$ cat config.mk
export PLATFORM = sky130hd
export DESIGN_NAME = mem_fill_flat
export DESIGN_NICKNAME = d
export VERILOG_FILES = /design/src/rtl/mem_fill_if.sv /design/src/rtl/mem_fill.sv /design/src/flat_wrapper.sv
export SDC_FILE = /design/constraint.sdc
export NUM_CORES = 1
export LEC_CHECK = 0
export CELL_PAD_IN_SITES_DETAIL_PLACEMENT = 1
export CELL_PAD_IN_SITES_GLOBAL_PLACEMENT = 1
export CORE_ASPECT_RATIO = 0.6
export CORE_UTILIZATION = 44
export CTS_BUF_LIST = sky130_fd_sc_hd__clkbuf_8
export DETAILED_ROUTE_END_ITERATION = 7
export HOLD_SLACK_MARGIN = 0.05
export PLACE_DENSITY = 0.81
export SLEW_MARGIN = 20
export SYNTH_ARGS = -nofsm -noshare
export SYNTH_HDL_FRONTEND = slang
export SYNTH_SLANG_ARGS = --single-unit
$ cat constraint.sdc
create_clock -name clk -period 3.63 [get_ports clk]
set_input_delay 0.726 -clock clk [delete_from_list [all_inputs] [get_ports clk]]
set_output_delay 0.726 -clock clk [all_outputs]
set_load 0.02 [all_outputs]
$ cat src/rtl/mem_fill_if.sv
// mem_fill_if: control and memory-port bundle for mem_fill.
//   master: issues en/mode/seed/step/count, returns rddata; sees rdy/done/err and the memory port.
//   slave : the fill engine; drives rdy, addr/wrdata/wren, done, err/err_addr.
interface mem_fill_if #(
  parameter int ADDR_W = 8,
  parameter int DATA_W = 8
);
  logic              en;
  logic              rdy;
  logic [1:0]        mode;
  logic [DATA_W-1:0] seed;
  logic [DATA_W-1:0] step;
  logic [ADDR_W:0]   count;
  logic [ADDR_W-1:0] addr;
  logic [DATA_W-1:0] wrdata;
  logic              wren;
  logic [DATA_W-1:0] rddata;
  logic              done;
  logic              err;
  logic [ADDR_W-1:0] err_addr;
  modport master (
    output en, mode, seed, step, count, rddata,
    input  rdy, addr, wrdata, wren, done, err, err_addr
  );
  modport slave (
    input  en, mode, seed, step, count, rddata,
    output rdy, addr, wrdata, wren, done, err, err_addr
  );
endinterface

$ cat src/rtl/mem_fill.sv
// mem_fill: fills memory words 0..count-1 (identity/constant/ramp) or verifies a ramp against read data.
//   clk, rst_n : clock, asynchronous active-low reset
//   bus        : mem_fill_if.slave -- start handshake (en/rdy), operation inputs, memory port,
//                completion pulse (done) and sticky verify mismatch flag/address (err/err_addr)
module mem_fill #(
  parameter int ADDR_W = 8,
  parameter int DATA_W = 8,
  parameter int RD_LAT = 1
) (
  input logic     clk,
  input logic     rst_n,
  mem_fill_if.slave bus
);
  typedef enum logic [1:0] {IDLE, WRITE, READ, DRAIN} state_t;
  state_t            state_q;
  logic [1:0]        mode_q;
  logic [DATA_W-1:0] seed_q, step_q, acc_q, wrdata_q;
  logic [ADDR_W:0]   count_q, idx_q;
  logic [ADDR_W-1:0] addr_q, err_addr_q;
  logic              wren_q, done_q, err_q;
  logic [1:0]        drain_q;
  // Read-check pipeline: one slot per cycle of read latency (valid, expected word, address).
  logic [RD_LAT-1:0] pv_q;
  logic [DATA_W-1:0] pe_q [RD_LAT];
  logic [ADDR_W-1:0] pa_q [RD_LAT];
  logic [ADDR_W:0]   idx_d;
  logic [DATA_W-1:0] acc_d, wr_d, wr_start;
  logic              last;
  assign idx_d    = idx_q + (ADDR_W+1)'(1);
  assign acc_d    = acc_q + step_q;
  assign last     = idx_d >= count_q;
  assign wr_d     = mode_q == 2'd0 ? DATA_W'(idx_d) : mode_q == 2'd1 ? seed_q : acc_d;
  assign wr_start = bus.mode == 2'd0 ? '0 : bus.seed;
  assign bus.rdy      = state_q == IDLE;
  assign bus.addr     = addr_q;
  assign bus.wrdata   = wrdata_q;
  assign bus.wren     = wren_q;
  assign bus.done     = done_q;
  assign bus.err      = err_q;
  assign bus.err_addr = err_addr_q;
  always_ff @(posedge clk or negedge rst_n) begin
    if (!rst_n) begin
      state_q    <= IDLE;
      mode_q     <= '0;
      seed_q     <= '0;
      step_q     <= '0;
      acc_q      <= '0;
      wrdata_q   <= '0;
      count_q    <= '0;
      idx_q      <= '0;
      addr_q     <= '0;
      err_addr_q <= '0;
      wren_q     <= 1'b0;
      done_q     <= 1'b0;
      err_q      <= 1'b0;
      drain_q    <= '0;
      pv_q       <= '0;
      for (int j = 0; j < RD_LAT; j++) begin
        pe_q[j] <= '0;
        pa_q[j] <= '0;
      end
    end else begin
      done_q  <= 1'b0;
      pv_q[0] <= state_q == READ;
      pe_q[0] <= acc_q;
      pa_q[0] <= addr_q;
      for (int j = 1; j < RD_LAT; j++) begin
        pv_q[j] <= pv_q[j-1];
        pe_q[j] <= pe_q[j-1];
        pa_q[j] <= pa_q[j-1];
      end
      if (pv_q[RD_LAT-1] && bus.rddata != pe_q[RD_LAT-1] && !err_q) begin
        err_q      <= 1'b1;
        err_addr_q <= pa_q[RD_LAT-1];
      end
      unique case (state_q)
        IDLE: if (bus.en) begin
          mode_q     <= bus.mode;
          seed_q     <= bus.seed;
          step_q     <= bus.step;
          count_q    <= bus.count;
          idx_q      <= '0;
          acc_q      <= bus.seed;
          addr_q     <= '0;
          err_q      <= 1'b0;
          err_addr_q <= '0;
          // count=0 in any mode is a single idle WRITE cycle with no write and no read.
          state_q    <= bus.count == '0 ? WRITE : bus.mode == 2'd3 ? READ : WRITE;
          wren_q     <= bus.count != '0 && bus.mode != 2'd3;
          wrdata_q   <= bus.count != '0 && bus.mode != 2'd3 ? wr_start : '0;
        end
        WRITE: if (last) begin
          state_q  <= IDLE;
          done_q   <= 1'b1;
          wren_q   <= 1'b0;
          addr_q   <= '0;
          wrdata_q <= '0;
        end else begin
          idx_q    <= idx_d;
          acc_q    <= acc_d;
          addr_q   <= ADDR_W'(idx_d);
          wrdata_q <= wr_d;
        end
        READ: if (last) begin
          state_q <= DRAIN;
          addr_q  <= '0;
          drain_q <= '0;
        end else begin
          idx_q  <= idx_d;
          acc_q  <= acc_d;
          addr_q <= ADDR_W'(idx_d);
        end
        DRAIN: if (drain_q == 2'(RD_LAT-1)) begin
          state_q <= IDLE;
          done_q  <= 1'b1;
        end else begin
          drain_q <= drain_q + 2'd1;
        end
      endcase
    end
  end
endmodule

$ cat src/flat_wrapper.sv
// flat-port wrapper written by rule: the top's interface ports become plain ports
module mem_fill_flat 
#(
  parameter int ADDR_W = 8,
  parameter int DATA_W = 8,
  parameter int RD_LAT = 1
)
  (clk, rst_n, bus_en, bus_mode, bus_seed, bus_step, bus_count, bus_rddata, bus_rdy, bus_addr, bus_wrdata, bus_wren, bus_done, bus_err, bus_err_addr);
  mem_fill_if #(.ADDR_W(ADDR_W), .DATA_W(DATA_W)) bus_i ();
  input logic clk;
  input logic rst_n;
  input wire logic [$bits(bus_i.en)-1:0] bus_en;
  input wire logic [$bits(bus_i.mode)-1:0] bus_mode;
  input wire logic [$bits(bus_i.seed)-1:0] bus_seed;
  input wire logic [$bits(bus_i.step)-1:0] bus_step;
  input wire logic [$bits(bus_i.count)-1:0] bus_count;
  input wire logic [$bits(bus_i.rddata)-1:0] bus_rddata;
  output wire logic [$bits(bus_i.rdy)-1:0] bus_rdy;
  output wire logic [$bits(bus_i.addr)-1:0] bus_addr;
  output wire logic [$bits(bus_i.wrdata)-1:0] bus_wrdata;
  output wire logic [$bits(bus_i.wren)-1:0] bus_wren;
  output wire logic [$bits(bus_i.done)-1:0] bus_done;
  output wire logic [$bits(bus_i.err)-1:0] bus_err;
  output wire logic [$bits(bus_i.err_addr)-1:0] bus_err_addr;
  assign bus_i.en = bus_en;
  assign bus_i.mode = bus_mode;
  assign bus_i.seed = bus_seed;
  assign bus_i.step = bus_step;
  assign bus_i.count = bus_count;
  assign bus_i.rddata = bus_rddata;
  assign bus_rdy = bus_i.rdy;
  assign bus_addr = bus_i.addr;
  assign bus_wrdata = bus_i.wrdata;
  assign bus_wren = bus_i.wren;
  assign bus_done = bus_i.done;
  assign bus_err = bus_i.err;
  assign bus_err_addr = bus_i.err_addr;
  mem_fill #(.ADDR_W(ADDR_W), .DATA_W(DATA_W), .RD_LAT(RD_LAT)) u_core (.clk(clk), .rst_n(rst_n), .bus(bus_i));
endmodule
Word-level counts from Yosys, hierarchy flattened
Cells that the tools add are included.
{"block": "op_classes", "add_sub_neg": 3, "n_reduce_logical": 21, "div_mod_pow": 0, "eq_ne": 13, "bitwise": 0, "n_mux": 37, "multipliers": 0, "n_shift": 0, "magnitude_cmp": 1}
{"op": "2-to-1 mux 8 bit", "n": 13}
{"op": "one-hot mux 8 bit (2 select lines)", "n": 3}
{"op": "2-to-1 mux 9 bit", "n": 2}
{"op": "one-hot mux 9 bit (2 select lines)", "n": 1}
{"op": "2-to-1 mux 2 bit", "n": 7}
{"op": "adder 9 x 1 -> 9 bit (second input constant)", "n": 1}
{"op": ">= comparator 9 bit", "n": 1}
{"op": "logical NOT 9 bit", "n": 1}
{"op": "AND reduction 3 bit", "n": 3}
{"op": "nonzero test 9 bit", "n": 1}
{"op": "adder 8 bit", "n": 1}
{"op": "logical NOT 2 bit", "n": 4}
{"op": "inequality test 2 bit (second input constant)", "n": 4}
{"op": "inequality test 8 bit", "n": 1}
{"op": "one-hot mux 2 bit (4 select lines)", "n": 1}
{"op": "2-to-1 mux 1 bit", "n": 7}
{"op": "equality test 2 bit (second input constant)", "n": 3}
{"op": "inequality test 2 x 1 -> 1 bit (second input constant)", "n": 3}
{"op": "AND reduction 2 bit", "n": 3}
{"op": "nonzero test 2 bit", "n": 3}
{"op": "equality test 2 x 1 -> 1 bit (second input constant)", "n": 2}
{"op": "one-hot mux 1 bit (2 select lines)", "n": 2}
{"op": "one-hot mux 2 bit (2 select lines)", "n": 1}
{"op": "AND reduction 4 bit", "n": 1}
{"op": "4 further kinds", "n": 6}
{"block": "totals", "rom_bits": 0, "register_bits": 92, "input_bits": 38, "out_inout_bits": 28, "latch_bits": 0, "ram_bits": 0, "n_memories": 0, "wordCells": 92}

Logic depth before layout (Yosys ltp)
{"block": "logic_depth", "ltp_word": 6, "mapped_depth": 13, "mapped_depth_nobuf": 11}

Worst setup path before layout
OpenSTA, ideal clock, no wires.
{"block": "synth_path", "kind": "register to register", "start": "register u_core.idx_q[0]", "end": "register u_core.acc_q[0]", "path_stages_with_launch": 13, "required_time_ns": 3.505, "n_path_buf": 1, "period_less_slack_ns": 2.602, "arrival_ns": 2.477, "setup_ns": 0.125, "setup_slack_ns": 1.028, "cell_sequence": "dfrtp_1 ha_1 nand3_1 o21a_1 nor2_1 inv_1 ha_1 nand4_1 nor2_1 a211oi_2 o21ba_2 buf_2 mux2_2"}
{"block": "synth_via", "elab_chain_cells": 4}
{"item": "start, declared", "line": "mem_fill.sv:18", "source": "logic [ADDR_W:0] count_q, idx_q;"}
{"item": "start signal, assigned", "line": "mem_fill.sv:99", "source": "idx_q <= idx_d;"}
{"item": "start signal, assigned", "line": "mem_fill.sv:109", "source": "idx_q <= idx_d;"}
{"item": "adder 9 x 1 -> 9 bit", "line": "mem_fill.sv:29", "source": "assign idx_d = idx_q + (ADDR_W+1)'(1);"}
{"item": ">= comparator 9 bit", "line": "mem_fill.sv:31", "source": "assign last = idx_d >= count_q;"}
{"item": "inequality test 2 bit (no source line)"}
{"item": "AND reduction 3 bit (no source line)"}
{"item": "end signal, assigned", "line": "mem_fill.sv:83", "source": "acc_q <= bus.seed;"}
{"item": "end, declared", "line": "mem_fill.sv:17", "source": "logic [DATA_W-1:0] seed_q, step_q, acc_q, wrdata_q;"}
Every way passes these cells.
A chain may end at the register's enable or synchronous reset.

Final worst setup path
{"block": "layout_path", "start": "register u_core.idx_q[0]", "end": "register u_core.state_q[1]"}
{"block": "layout_via", "elab_chain_cells": 4, "word_cells_on_any_way": 5, "classes_between": "add/sub: 1; order compare: 1; eq/ne: 2; reduce/logical: 1"}
{"item": "adder 9 x 1 -> 9 bit (*)", "line": "mem_fill.sv:29"}
{"item": ">= comparator 9 bit (*)", "line": "mem_fill.sv:31"}
{"item": "inequality test 2 x 1 -> 1 bit (no source line)"}
{"item": "AND reduction 4 bit (no source line) (*)"}
{"item": "end signal, assigned", "line": "mem_fill.sv:88", "source": "state_q <= bus.count == '0 ? WRITE : bus.mode == 2'd3 ? READ : WRITE;"}
{"item": "end, declared", "line": "mem_fill.sv:15", "source": "state_t state_q;"}
Every way passes the cells marked *; elsewhere a longest branch is shown, timed or not.

==> metrics.txt <==
CP endpoint kind flip-flop; complex-gate fraction of the synthesized area 0.161; final period utilization 0.910; # nets final roughly 600; Worst Path Arrival around 3.6 ns; Post-synth ARST share 1.00; Critical Path RT a little under 4 ns; routed length per instance approximately 20 um; net switching power ~0.43 mW; RSZ-0062 raised after global routing no; area added between synthesis and finish 22.0%; GP Congestion between 0.8 and 0.9; via count roughly 3800; clk_lat worst skew between 0.3 and 0.4 ns; clock skew roughly 0.008 ns; final hold vios 0; Logic pwr share 0.053; peak supply drop ~170 uV; synth top area cells dfrtp_1 (50%), nand2_1 (7.9%), ha_1 (6.2%), o21ai_0 (4.6%), inv_1 (2.4%); grt ovf 0; Hold Crit Class in -> async; crit-path max cell delay approximately 0.46 ns; Clock Pin Slew Worst Setup and Hold Paths 0.09 ns; Synth Area in Adders 0.0665; DR DRC count 0; GRT Overall Usage 0.273; max-slew violations 0; num rows 28; sequential power share 0.562; postcts setup bufs 0; FF-to-FF path depth 11; Max Root-Sink Buffers 2; Root Buffer clkbuf_8; routed wire length about 14000 um; register area share after synthesis 0.497; critical path peak fanout 9; top cells by count, synth nand2_1 (97), dfrtp_1 (92), o21ai_0 (43); status complete, no violations; Pleak approximately 2.7 nW; internal power about 1.4 mW; WS Path Type reg -> reg; Synthesized Nets roughly 540; die area ~0.011 mm2; vias in the first global route 4022; Distinct cells, synth 57; worst rel slew slack 0.309; Avg Cell Area, Syn 9.73 um2; Port Buf Inserts 65; Die Y 81.5 um; Crit path buffers/inverters 1; initial antenna violation count 0; Critical Path Stages 11; CTS buffer count 9; synthesized area about 0.0046 mm2; minimum hold slack 0.378 ns; switch share 0.237; HPWL after DPL about 10000 um; CTS sink count 92; I/O pins between 60 and 70; initial drt markers about 230; minimum clock period 3.30 ns; slowest CP cell dfrtp_1; drt via density 5.63; Synth Area in XOR/XNOR 0.0359; leading cell type by number of instances after synthesis nand2_1; cell-by-cell trace of the critical path ha_1, nand3_1, nor2_1, xor2_1, ha_1, a21oi_1, o21ai_0, a211oi_4, buf_4, a221o_1, mux2_2; Placeable Area just over 0.01 mm2; mux contribution to synthesized area 0.0478; Post-synth EDFFs 0; Post-CTS Hold Buffers 0; share of cells above drive strength 1 0.0861; CP startpoint kind flip-flop; Power Density around 320 mW/mm2; Yosys top cell by area dfrtp_1; starting density of the core 0.461; DRT antenna net count 0; Post-Syn Instances 476; endpoints failing setup 0; Yosys top cell area share 0.497; pin count of the biggest net entering global routing 93; Fin Setup TNS 0 ns; DR pass1 iterations 4; Die W 134 um; f_max 0.303 GHz; Syn. warnings 0; diode count 0; worst slew pin tran 1.04 ns; clock share of power 0.386; CTS H-tree depth 3; family with the most delay on the worst path compound AO/OA/AOI/OAI gates; largest family of logic cells by synthesized area compound AO/OA/AOI/OAI gates; first-pass GRT wire length approximately 22000 um; CTS tree done; post-CTS sizing 0; MaxCap Viol Count 0; ys flop type dfrtp_1; Worst path most repeated cell ha_1; Yosys reg bits 92; Simple-Gate Fraction of Synth Area 0.150
flip-flops by register name (all words and copies together), names as in the netlist:
signal,cells
u_core.mode_q,2
u_core.idx_q,9
u_core.pe_q,8
u_core.step_q,8
u_core.drain_q,2
u_core.acc_q,8
u_core.bus.err_addr,8
u_core.seed_q,8
u_core.state_q,2
u_core.pa_q,8
u_core.bus.done,1
u_core.bus.addr,8
u_core.pv_q,1
u_core.bus.err,1
u_core.count_q,9
u_core.bus.wren,1
u_core.bus.wrdata,8
power by group through the flow:
stage	sequential [mW]	combinational (mW)	clock [mW]
floorplan	1.05	0.0146	0
global placement	1.05	0.0942	0
detailed placement	1.05	0.0967	0
CTS	1.03	0.0975	0.721
global route	1.03	0.105	0.757
finish	1.03	0.0960	0.705
metrics by stage:
step / instance area, um2 / worst slack, ns / instances / power (mW) / util
CTS: 5640 / 0.265 / 681 / 1.85 / 0.561
floorplan: 4630 / 1.03 / 476 / 1.06 / -
finish: 5650 / 0.326 / 681 / 1.83 / 0.562
global route: 5650 / 0.124 / 681 / 1.89 / 0.562
detailed placement: 5450 / 0.393 / 666 / 1.14 / 0.542
global placement: 5450 / 0.571 / 666 / 1.14 / 0.542
cells in the final DEF (no fill, tap or decap), types with 3 or more instances in the layout:
master / synthesis / layout
a32oi_1: 3 / 3
o211ai_1: 6 / 6
nor3_1: 7 / 7
a211oi_1: 5 / 5
nand2b_1: 3 / 3
clkbuf_8: 0 / 9
nand2_1: 97 / 97
nand3_1: 16 / 16
mux2_2: 9 / 9
buf_4: 1 / 9
and3_1: 8 / 8
xnor2_1: 12 / 12
nand4_1: 4 / 4
dfrtp_1: 92 / 92
nor2b_1: 3 / 3
a21oi_1: 20 / 20
xor2_1: 7 / 7
a22o_1: 9 / 9
nor2_1: 13 / 13
ha_1: 23 / 23
mux2i_1: 9 / 9
clkdlybuf4s50_1: 0 / 64
o21ai_0: 43 / 43
inv_1: 29 / 29
worst paths after layout:
path	from	end	slack, ns
setup / recovery	u_core.idx_q[0]	u_core.state_q[1]	0.33
setup reg to reg	u_core.idx_q[0]	u_core.state_q[1]	0.33
max in group asynchronous	rst_n	u_core.count_q[4]	2.86
hold / removal	rst_n	u_core.bus.err_addr[2]	0.38
hold reg to reg	u_core.bus.addr[6]	u_core.pa_q[6]	0.41
min in group clk	u_core.bus.addr[6]	u_core.pa_q[6]	0.41
cell families (layout without fill, tap and decap cells):
logic type / after synthesis / in the layout
DFF: 92 / 92
and+or+nand+nor: 159 / 159
muxes: 20 / 20
buffers and inverters: 48 / 118
AOI/OAI and AO/OA: 114 / 114
adders and majority gates: 24 / 24
xor gates and xnor gates: 19 / 19
worst register-to-register path, cell delays in order, from the launching register on:
cell and delay (ns):
dfrtp_1 0.46, ha_1 0.23, nand3_1 0.18, nor2_1 0.28
xor2_1 0.21, ha_1 0.30, a21oi_1 0.17, o21ai_0 0.19
a211oi_4 0.39, buf_4 0.24, a221o_1 0.20, mux2_2 0.35
layout make-up:
cell class | instances | area (um2)
Fill cell | 1137 | 4410
Sequential cell | 92 | 2300
Multi-Input combinational cell | 336 | 2140
Timing Repair Buffer | 74 | 728
Tap cell | 135 | 169
Clock buffer | 9 | 124
Inverter | 29 | 109
Clock inverter | 6 | 72.6
metal layers:
metal	vias to the layer above	global-route usage	routed length, um
met1	1927	0.374	6380
met3	20	0.0691	907
met5	-	0	0
met4	0	0.0899	206
met2	113	0.426	6170
li1	1774	-	-
No activity file was read; power rests on OpenSTA's default activity.
==> RTL edit (config.mk and constraints unchanged) <==
The 4 states of `state_t` get a one-hot encoding in 4 bits.
--- a/src/rtl/mem_fill.sv
+++ b/src/rtl/mem_fill.sv
@@ -11,7 +11,7 @@
   input logic     rst_n,
   mem_fill_if.slave bus
 );
-  typedef enum logic [1:0] {IDLE, WRITE, READ, DRAIN} state_t;
+  typedef enum logic [3:0] {IDLE = 4'b0001, WRITE = 4'b0010, READ = 4'b0100, DRAIN = 4'b1000} state_t;
   state_t            state_q;
   logic [1:0]        mode_q;
   logic [DATA_W-1:0] seed_q, step_q, acc_q, wrdata_q;
Check against the original RTL: no difference found for any inputs over 4 cycles, from zero or initial values and one cycle with rst_n low; so few cycles prove little.
==> RTL edit against the original RTL <==
Sequential cell count grew 2; utilization is 0.44 points lower; design area is 2.2% lower; hold slack got worse by 0.093 ns; via count decreased by 3.2%; routed wire length decreased by 8.0%; setup slack got worse by 0.14 ns; synthesized area fell by 2.8%; first-iteration DRC count decreased by 20%; critical path type unchanged; largest cell class unchanged.
Power is not compared: it rests on default switching activity, and its combinational part moved more than twofold at a synthesized area within 25%.
==> RTL edit: results (changes against the original RTL) <==
Global routing
  – GRT met2 Usage: 38.8% (-3.8 points)
  – Met3 Use GR: 7.45% (+0.54 points)
  – GRT Resource Usage Total: 26.1% (-1.2 points)
  – Global Route met1 Usage: 36.3% (-1.2 points)
  – Global-route wire length before repair: 20700 um (-6.3%)
  – Vias in the first global route: 3898 (-3.1%)
  – Largest net degree at the start of global routing: 38 (-59%)
  – Initial antenna violation count: 0 (unchanged)

Layout
  – Largest regs: u_core.count_q (9), u_core.idx_q (9)
  – Antenna Cells: 0 (unchanged)
  – Layout fillers: 1115 (-1.9%)
  – NumNets Final: 602 (-0.33%)
  – Fraction of layout cells with a size suffix above 1: 6.73% (-1.9 points)

Yosys
  – Ranking of synthesized cells by area: dfrtp_1, nand2_1, o21ai_0
  – Syn. warnings: 0 (unchanged)
  – FFs w/ async S/R, synth: 100% (unchanged)
  – Syn_nets: 535 (-0.56%)
  – Register area share after synthesis: 52.3% (+2.5 points)
  – Top post-synthesis cells by count: nand2_1, dfrtp_1, o21ai_0
  – Unique masters post-synth: 49 (-14%)

Setup path
  – Reg2reg end: u_core.acc_q[6]
  – Kind of critical path: reg -> reg
  – Worst R2R Path Depth: 12 (+1)
  – Critical Path AT: 3.72 ns (+0.15 ns)
  – Crit-path max FO: 13 (+4)
  – R2r setup slk: 0.19 ns (-0.14 ns)

Route
  – Via/cell ratio: 5.42 (-3.7%)
  – Met3 Wirelength: 931 um (+2.6%)
  – Post-DR wirelength/cell: 18.4 um (-8.5%)
  – Met2 routed WL: 5450 um (-12%)
  – DRT iter0 DRCs: 180 (-20%)
  – DRT met1 WL: 5940 um (-6.8%)

Place
  – Post-detail-place hpwl: 9260 um (-8.7%)
  – GPL Wtd Cong: 0.902 (+6.1%)

Timing
  – Slew HR: 41.2% (+10 points)
  – Final Skew: 0.0142 ns (+0.00618 ns)

Clock network
  – Reg clk slew, reported paths: 0.10 ns
  – Post-CTS setup buffers: 0 (unchanged)
  – Clk root buf: clkbuf_8
  – Clk Latency, worst-skew pair: 0.38 ns (about the same)
  – Post-cts resize count: 0 (unchanged)

Pwr
  – Combinational share of power: 38.1%
  – Tot Pwr: between 3 and 4 mW
  – Int Power: approximately 2.3 mW
  – Standby leakage power: 2.57 nW

Status
  – Outcome: finished, final reports clean

Min path
  – HP Class: in -> async
RTL edit: cell count changes after synthesis, sizes merged, moves of 6 or more:
cell / unedited run / this run
nand2: 98 / 114
mux2: 11 / 4
nor2: 13 / 30
inv: 29 / 22
a22o: 9 / 3
and3: 9 / 0
RTL edit: worst max-delay path, stage by stage (launching register included):
cell and delay, ns:
dfrtp_1 0.52, ha_1 0.24, nand3_1 0.13, nor2_1 0.26
nand3_1 0.14, xnor2_1 0.18, ha_1 0.35, nand2_1 0.07
o21ai_0 0.50, nor2_1 0.19, a21oi_2 0.20, buf_4 0.22
mux2_2 0.34
RTL edit: cell families after synthesis:
group / share of synthesized area, %
adder cells (fa/ha/maj): 5.44
buffers and inverters: 4.03
multiplexers: 2.33
AO/OA/AOI/OAI: 13.8
AND/OR/NAND/NOR: 17.9
flip-flops: 52.3
XOR/XNOR: 4.28
RTL edit: cell type report:
class                           instances  area, um2  share of cell area, %
Sequential cell                        94       2350                   42.6
Multi-Input combinational cell        342       1970                   35.6
Timing Repair Buffer                   76        731                   13.2
Tap cell                              135        169                   3.06
Clock buffer                            9        124                   2.24
Clock inverter                          7       97.6                   1.77
Inverter                               22       82.6                   1.49
RTL edit: through the flow:
step | std cells | area (um2) | hold WS (ns) | utilization, % | worst slack, ns
2_1_floorplan | 478 | 4500 | 0.375 | - | 0.861
5_1_grt | 685 | 5530 | 0.312 | 55.7 | 0.00515
6_report | 685 | 5530 | 0.285 | 55.7 | 0.190
3_3_place_gp | 669 | 5310 | 0.403 | 53.5 | 0.499
4_1_cts | 685 | 5530 | 0.286 | 55.7 | 0.232
3_5_place_dp | 669 | 5310 | 0.407 | 53.5 | 0.212
